--- config.mk ---
export PLATFORM = sky130hd
export DESIGN_NAME = perif_bus_arbiter
export DESIGN_NICKNAME = d
export VERILOG_FILES = /design/src/rtl/perif_bus_arbiter.sv
export SDC_FILE = /design/constraint.sdc
export NUM_CORES = 1
export LEC_CHECK = 0
export CORE_MARGIN = 2
export CORE_UTILIZATION = 38
export CTS_CLUSTER_DIAMETER = 80
export DETAILED_ROUTE_END_ITERATION = 10
export PLACE_DENSITY = 0.81
export SYNTH_ARGS = -nofsm -noshare
export SYNTH_HDL_FRONTEND = slang
export SYNTH_SLANG_ARGS = --single-unit
--- constraint.sdc ---
create_clock -name clk -period 2.1 [get_ports clk]
set_input_delay 0.63 -clock clk [delete_from_list [all_inputs] [get_ports clk]]
set_output_delay 0.63 -clock clk [all_outputs]
set_load 0.01 [all_outputs]
--- src/rtl/perif_bus_arbiter.sv ---
// Round-robin arbiter for two masters sharing the peripheral register bus.
// Each access runs SETUP -> STROBE -> DONE, with ack and read data returned to the winner.
module perif_bus_arbiter #(
  parameter int ADW  = 2,
  parameter int NDEV = 4,
  parameter int DW   = 16
) (
  input  logic               clk,
  input  logic               reset,
  input  logic               m0_req,
  input  logic               m0_we,
  input  logic [ADW-1:0]     m0_dev,
  input  logic [1:0]         m0_reg,
  input  logic [DW-1:0]      m0_wdata,
  output logic               m0_ack,
  output logic [DW-1:0]      m0_rdata,
  input  logic               m1_req,
  input  logic               m1_we,
  input  logic [ADW-1:0]     m1_dev,
  input  logic [1:0]         m1_reg,
  input  logic [DW-1:0]      m1_wdata,
  output logic               m1_ack,
  output logic [DW-1:0]      m1_rdata,
  output logic [NDEV-1:0]    dev_cs,
  output logic               dev_we,
  output logic [1:0]         dev_reg_sel,
  output logic [DW-1:0]      dev_wdata,
  input  logic [NDEV*DW-1:0] dev_rdata,
  output logic               busy
);

  typedef enum logic [1:0] {IDLE, SETUP, STROBE, DONE} state_t;

  state_t           state_reg, state_next;
  logic             last_grant_reg;
  logic             start_next;
  logic             pick_next;
  logic             cmd_we_reg;
  logic [ADW-1:0]   cmd_dev_reg;
  logic [1:0]       cmd_reg_reg;
  logic [DW-1:0]    cmd_wdata_reg;
  logic [DW-1:0]    m0_rdata_reg, m1_rdata_reg;
  logic             cs_active;
  logic [DW-1:0]    rd_slice;
  logic [DW-1:0]    slice_arr [2**ADW];

  // Every index the command register can hold maps to a slice; unpopulated ones read as zero.
  genvar gi;
  generate
    for (gi = 0; gi < 2**ADW; gi++) begin : g_slice
      if (gi < NDEV) begin : g_dev
        assign slice_arr[gi] = dev_rdata[gi*DW +: DW];
      end else begin : g_none
        assign slice_arr[gi] = '0;
      end
    end
  endgenerate

  assign rd_slice = slice_arr[cmd_dev_reg];

  // State register plus the command and read-data registers it owns.
  always_ff @(posedge clk) begin
    if (reset) begin
      state_reg      <= IDLE;
      last_grant_reg <= 1'b1;
      cmd_we_reg     <= 1'b0;
      cmd_dev_reg    <= '0;
      cmd_reg_reg    <= '0;
      cmd_wdata_reg  <= '0;
      m0_rdata_reg   <= '0;
      m1_rdata_reg   <= '0;
    end else begin
      state_reg <= state_next;
      if (start_next) begin
        last_grant_reg <= pick_next;
        cmd_we_reg     <= pick_next ? m1_we    : m0_we;
        cmd_dev_reg    <= pick_next ? m1_dev   : m0_dev;
        cmd_reg_reg    <= pick_next ? m1_reg   : m0_reg;
        cmd_wdata_reg  <= pick_next ? m1_wdata : m0_wdata;
      end
      if (state_reg == STROBE && !cmd_we_reg) begin
        if (last_grant_reg)
          m1_rdata_reg <= rd_slice;
        else
          m0_rdata_reg <= rd_slice;
      end
    end
  end

  // Grant goes to the only requester, or to the one not served last time.
  always_comb begin
    state_next = state_reg;
    start_next = 1'b0;
    pick_next  = last_grant_reg;
    case (state_reg)
      IDLE: begin
        if (m0_req || m1_req) begin
          start_next = 1'b1;
          state_next = SETUP;
          pick_next  = (m0_req && m1_req) ? ~last_grant_reg : m1_req;
        end
      end
      SETUP:   state_next = STROBE;
      STROBE:  state_next = DONE;
      DONE:    state_next = IDLE;
      default: state_next = IDLE;
    endcase
  end

  always_comb begin
    cs_active = (state_reg == SETUP) || (state_reg == STROBE);
    dev_we    = (state_reg == STROBE) && cmd_we_reg;
    m0_ack    = (state_reg == DONE) && !last_grant_reg;
    m1_ack    = (state_reg == DONE) && last_grant_reg;
    busy      = (state_reg != IDLE);
  end

  generate
    for (gi = 0; gi < NDEV; gi++) begin : g_cs
      assign dev_cs[gi] = cs_active && (cmd_dev_reg == ADW'(gi));
    end
  endgenerate

  assign dev_reg_sel = cmd_reg_reg;
  assign dev_wdata   = cmd_wdata_reg;
  assign m0_rdata    = m0_rdata_reg;
  assign m1_rdata    = m1_rdata_reg;

endmodule
==> results of run 1 <==
[final timing paths]
kind                              startpoint          end
worst max register to register  state_reg[1]  m0_rdata[1]
worst min-delay path             m1_rdata[7]  m1_rdata[7]
worst min register to register   m1_rdata[7]  m1_rdata[7]
worst max-delay path            state_reg[0]    dev_cs[0]
[layer usage]
metal,up-vias,global-route usage,wire length [um]
met3,6,0.0643,696
met1,1388,0.253,3650
met5,-,0,0
met2,136,0.426,4930
li1,1361,-,-
met4,0,0.0628,119
[layout by cell type, fill, tap and decap left out, drive strengths merged, types with 2 or more instances in the layout]
master,Yosys,final
mux4,16,16
a31oi,2,2
and2,2,2
dlygate4sd2,0,3
and3,2,2
nor4b,2,2
a22o,32,32
o2111ai,21,21
a21oi,23,23
clkdlybuf4s15,0,2
clkdlybuf4s50,0,159
ha,3,3
buf,19,21
nor2,3,3
clkbuf,9,8
dfxtp,56,56
o311a,21,21
inv,47,48
[power groups by stage]
stage | Clock [mW] | Sequential (mW) | Combinational, mW
floorplan | 0 | 1.56 | 1.28
global placement | 0 | 1.48 | 2.41
detailed placement | 0 | 1.49 | 2.48
CTS | 0.658 | 1.46 | 2.49
global route | 0.697 | 1.50 | 2.66
finish | 0.633 | 1.47 | 2.47
[synth_stat cells (2+ instances only)]
library cell and count:
sky130_fd_sc_hd__buf_2 13, sky130_fd_sc_hd__o311a_1 21, sky130_fd_sc_hd__inv_2 2, sky130_fd_sc_hd__mux4_2 7, sky130_fd_sc_hd__and2_1 2, sky130_fd_sc_hd__mux4_1 9, sky130_fd_sc_hd__a21oi_1 23, sky130_fd_sc_hd__o2111ai_1 21
sky130_fd_sc_hd__dfxtp_1 56, sky130_fd_sc_hd__nor2_1 3, sky130_fd_sc_hd__nor4b_4 2, sky130_fd_sc_hd__ha_1 3, sky130_fd_sc_hd__buf_1 2, sky130_fd_sc_hd__buf_4 2, sky130_fd_sc_hd__inv_1 45, sky130_fd_sc_hd__clkbuf_1 9
sky130_fd_sc_hd__a31oi_2 2, sky130_fd_sc_hd__a22o_1 32
[cell families (layout without fill, tap and decap cells)]
group	after synthesis	count (layout)	share of synthesized area
buf+inv	75	243	0.116
simple gates	14	14	0.0401
compound gates	103	103	0.297
fa+ha+maj	3	3	0.0132
flops	56	56	0.395
mux	16	16	0.139
[cell type report]
class,instances,share of cell area
Timing Repair Buffer,188,0.388
Multi-Input combinational cell,136,0.295
Sequential cell,56,0.234
Inverter,47,0.0368
Tap cell,99,0.0258
Clock buffer,5,0.0143
Clock inverter,3,0.00574
[metrics by stage]
stage	worst slack, ns	power (mW)	area, um^2
6_report	0.0695	4.57	4800
5_1_grt	0.00493	4.85	4800
4_1_cts	0.0262	4.61	4800
3_5_place_dp	-0.0841	3.97	4700
3_3_place_gp	0.00637	3.89	4700
2_1_floorplan	0.466	2.85	2840
[timing repair]
action                     4_1_cts  5_1_grt
hold buffers                     0        0
gates resized for setup         13        7
pin swaps                        0        0
setup endpoints to repair        8        6
[worst max-delay path: stages, from the launching register on]
cell and delay [ns]:
sky130_fd_sc_hd__dfxtp_2 0.35, sky130_fd_sc_hd__inv_1 0.07, sky130_fd_sc_hd__ha_4 0.29, sky130_fd_sc_hd__and3_1 0.15, sky130_fd_sc_hd__clkdlybuf4s15_1 0.23
==> run summary, run 1 <==
====================================================================================
Vert. Die Dim .........................................................      90.4 um
Number of filler cells placed in the layout ...........................          571
Total instance count after detailed placement .........................          526
Post-layout nets ......................................................          547
Leakage ...............................................................      1.88 nW
Synthesized instance count ............................................          267
Comb power frac .......................................................        0.540
I/O pin count .........................................................          168
Maximum Capacitance Violations ........................................            0
Total Negative Setup Slacks ...........................................         0 ns
Detailed placer's ending HPWL .........................................      7210 um
Area of the multi-input gates .........................................    1420 um^2
Ranking of synthesized cells by area .................................. sky130_fd_sc_hd__dfxtp_1, sky130_fd_sc_hd__a22o_1, sky130_fd_sc_hd__mux4_1
Cell depth of the worst flop-to-flop path .............................            5
Worst hold stages .....................................................            1
Placer's final routability congestion estimate ........................        0.730
Pin count of the biggest net entering global routing ..................           33
Fraction of power spent switching nets ................................        0.376
Min cycle time layout .................................................      2.03 ns
Cts bufs inserted .....................................................            5
Wire length per cell after detailed routing ...........................      17.6 um
Share of synthesized area occupied by flip-flops and latches ..........        0.395
Number of enable flip-flop cells after synthesis ......................            0
Share of cells above drive strength 1 .................................        0.120
Cell Pwr Density ......................................................  952 nW/um^2
Switching power summed over all nets ..................................      1.72 mW
Chip width ............................................................      90.4 um
Crit path capture type ................................................ primary output
Final setup violation count ...........................................            0
Util after Layout .....................................................        0.661
Length of the first detailed-routing pass in iterations ...............            4
Slew @ Worst Pin ......................................................     0.898 ns
Primary FF master, synth .............................................. sky130_fd_sc_hd__dfxtp_1
Worst-case hold slack .................................................     0.488 ns
Register clock-pin slew on the reported worst setup and hold paths ....      0.11 ns
Max Buffers Root-to-Sink ..............................................            2
ANT cells .............................................................            0
Cell Area, Synth ......................................................    2840 um^2
Clock latency on the worst-skew pair ..................................      0.32 ns
Post-route fraction of the period consumed by the critical path .......        0.967
Worst Path Required ...................................................      1.47 ns
DRT Wirelength ........................................................      9400 um
Leftover overflow at the end of global routing ........................            0
Library cell used as clock root buffer ................................ sky130_fd_sc_hd__clkbuf_8
Number of different library cells in the post-synthesis netlist .......           31
Deepest level of the CTS H-tree .......................................            2
Power share of the sequential group ...................................        0.321
Avg Cell Area, Syn ....................................................    10.6 um^2
Proportion of synthesized flip-flops having asynchronous set or reset .            0
Count of yosys warnings during synthesis ..............................            0
Peak ir drop on the vdd network .......................................     0.496 mV
Arrival time of the worst setup path ..................................      1.40 ns
Core area .............................................................    7250 um^2
Total number of clock tree sinks ......................................           56
Hold Fails Final Rpt ..................................................            0
Mean number of vias per cell ..........................................         5.41
Cell internal pwr .....................................................      2.85 mW
Run status ............................................................ finished clean
Area added between synthesis and finish ...............................        68.9%
Vias in the first global route ........................................         2970
TritonCTS clock tree ..................................................        built
Worst Clk Skew ........................................................    0.0108 ns
Post-synthesis cell type with the largest combined area ............... sky130_fd_sc_hd__dfxtp_1
Slew HR ...............................................................        0.399
Unrepaired setup endpoints after global routing .......................        false
Detail Route Antenna Nets .............................................            0
Max-slew violation count ..............................................            0
Die Outline Area ......................................................    8180 um^2
Setup slack on the worst flop-to-flop path ............................      0.25 ns
Crit path launch type .................................................         flop
Initial DRC Count .....................................................           99
Part of the power in the clock network ................................        0.139
Number of nets produced by synthesis ..................................          380
Number of antenna violations at the first check in global routing .....            0
Class of the worst hold path ..........................................      reg2reg
Fmax achieved .........................................................      492 MHz
Number of placement rows ..............................................           31
DRC violations left ...................................................            0
Post CTS Setup Buffer Count ...........................................            0
Number of synthesized register bits ...................................           56
Kind of critical path .................................................      reg2out
Portion of synthesized cell area occupied by the leading cell type ....        0.395
First-pass GRT wire length ............................................     15000 um
Maximum fanout encountered on the critical timing path ................            4
Initial cell density of the core ......................................        0.391
Reg area ..............................................................    1120 um^2
Total routing usage reported by global routing ........................        0.228
Vias post-DR ..........................................................         2891
Non-filler cells, final ...............................................          534
Number of buffer cells added on primary ports .........................          167
====================================================================================
Power figures use the tool's default switching activity.
==> inputs of run 2 (changes only) <==
- REMOVE_ABC_BUFFERS: default -> 1
==> run 2 against run 1 <==
Non-clock buffer count is the same. Sequential share of layout area is essentially flat. Sequential cell count is the same. Critical endpoint is now dev_cs[1].
==> run summary, run 2 (same netlist as run 1, synthesis figures left out) <==
=================================================================================
Number of buffer cells added on primary ports ......................          167
Run status ......................................................... finished clean
TritonCTS clock tree ...............................................        built
Chip width .........................................................      90.4 um
Most frequent cells in the layout .................................. sky130_fd_sc_hd__clkdlybuf4s50_1, sky130_fd_sc_hd__dfxtp_1, sky130_fd_sc_hd__inv_1
Hold Fails Final Rpt ...............................................            0
Unrepaired setup endpoints after global routing ....................        false
Placer's final routability congestion estimate .....................        0.844
Class of the worst hold path .......................................      reg2reg
Cell Pwr Density ...................................................  967 nW/um^2
Cell with the biggest individual delay on the critical path ........ sky130_fd_sc_hd__dfxtp_2
Post CTS Setup Buffer Count ........................................            0
First-pass GRT wire length .........................................     15100 um
Initial cell density of the core ...................................        0.391
Pin count of the biggest net entering global routing ...............           37
Total routing usage reported by global routing .....................        0.231
Core area ..........................................................    7250 um^2
I/O pin count ......................................................          168
Share of cells above drive strength 1 ..............................        0.124
Die Outline Area ...................................................    8180 um^2
Worst Clk Skew .....................................................   0.00900 ns
Most common library cell in the layout ignoring fill and taps ...... sky130_fd_sc_hd__clkdlybuf4s50_1
Library cell used as clock root buffer ............................. sky130_fd_sc_hd__clkbuf_8
Leakage ............................................................      1.90 nW
Kind of critical path ..............................................      reg2out
Total Negative Setup Slacks ........................................         0 ns
Vias post-DR .......................................................         2863
Maximum Capacitance Violations .....................................            0
Min cycle time layout ..............................................      2.03 ns
Length of the first detailed-routing pass in iterations ............            4
Detailed placer's ending HPWL ......................................      7240 um
Maximum fanout encountered on the critical timing path .............            3
Critical-path cell list ............................................ inv_2 -> ha_4 -> buf_4 -> and3_2 -> buf_2
Max Buffers Root-to-Sink ...........................................            2
Slew @ Worst Pin ...................................................     0.804 ns
Cts bufs inserted ..................................................            5
Hold buffer count at cts ...........................................            0
Crit path launch type ..............................................         flop
Number of antenna violations at the first check in global routing ..            0
Detail Route Antenna Nets ..........................................            0
Peak ir drop on the vdd network ....................................     0.583 mV
ANT cells ..........................................................            0
Number of placement rows ...........................................           31
Wire length per cell after detailed routing ........................      17.8 um
Register clock-pin slew on the reported worst setup and hold paths .      0.10 ns
Final setup violation count ........................................            0
Post-layout nets ...................................................          547
DRC violations left ................................................            0
Deepest level of the CTS H-tree ....................................            2
Area added between synthesis and finish ............................        68.6%
DRT Wirelength .....................................................      9490 um
Vert. Die Dim ......................................................      90.4 um
Slowest stage delay, CP ............................................      0.35 ns
Initial DRC Count ..................................................           87
Post-route fraction of the period consumed by the critical path ....        0.968
Vias in the first global route .....................................         2961
Leftover overflow at the end of global routing .....................            0
Total number of clock tree sinks ...................................           56
Arrival time of the worst setup path ...............................      1.40 ns
Worst Path Required ................................................      1.47 ns
Fmax achieved ......................................................      492 MHz
Max-slew violation count ...........................................            0
Clock latency on the worst-skew pair ...............................      0.31 ns
Slew HR ............................................................        0.462
Mean number of vias per cell .......................................         5.36
Crit path capture type ............................................. primary output
Worst-case hold slack ..............................................     0.488 ns
=================================================================================
run 2: changes by cell type in the layout (fill, tap and decap cells not counted), moves of 2 or more:
cell | before | now
sky130_fd_sc_hd__clkdlybuf4s15_1 | 2 | 0
sky130_fd_sc_hd__inv_2 | 2 | 4
sky130_fd_sc_hd__buf_2 | 0 | 3
sky130_fd_sc_hd__inv_1 | 45 | 43
run 2: worst max-delay path: cells and delay by family (launching register included):
family | cells | cell delay [ns]
adders and majority gates | 1 | 0.24
buffers and inverters | 3 | 0.31
DFF | 1 | 0.35
and+or+nand+nor | 1 | 0.18
run 2: path summary, 6_finish.rpt:
check / cells past startpoint / end / slack, ns / startpoint
max: 5 / dev_cs[1] / 0.07 / state_reg[0]
max reg2reg: 6 / m0_rdata[4] / 0.20 / state_reg[0]
min reg2reg: 1 / m0_rdata[13] / 0.49 / m0_rdata[13]
min: 1 / m0_rdata[13] / 0.49 / m0_rdata[13]
run 2: what timing repair did:
action                     CTS  global route
gates cloned                 0             0
gates resized for setup     20             6
setup endpoints to repair    8             4
run 2: metal layers:
layer	GRT usage	wire [um]	vias up
li1	-	-	1366
met4	0.0526	98	0
met1	0.266	3820	1335
met5	0	0	-
met3	0.0710	868	9
met2	0.419	4710	153
run 2: through the flow:
stage / cell area [um^2] / setup slack [ns] / utilization / instances / power, mW
6_report: 4790 / 0.0669 / 0.660 / 534 / 4.63
5_1_grt: 4790 / 0.0245 / 0.660 / 534 / 4.90
4_1_cts: 4800 / 0.00373 / 0.662 / 534 / 4.65
3_5_place_dp: 4690 / -0.0570 / 0.647 / 526 / 3.94
3_3_place_gp: 4690 / 0.00374 / 0.647 / 526 / 3.88
2_1_floorplan: 2690 / -0.387 / - / 239 / 2.69
run 2: power breakdown:
group / leakage [nW] / total [mW] / internal (mW) / switching [mW]
logic: 1.38 / 2.45 / 1.28 / 1.17
registers: 0.458 / 1.48 / 1.32 / 0.159
clock network: 0.0552 / 0.704 / 0.355 / 0.349
total: 1.90 / 4.63 / 2.95 / 1.67
run 2: final cells by class:
class | instances | area, um^2
repair buffers | 188 | 1850
fillers | 541 | 2470
flip-flops and latches | 56 | 1120
well taps | 99 | 124
clock buffers | 6 | 72.6
inverters | 47 | 176
clock inverters | 2 | 35.0
multi-input cells | 136 | 1410
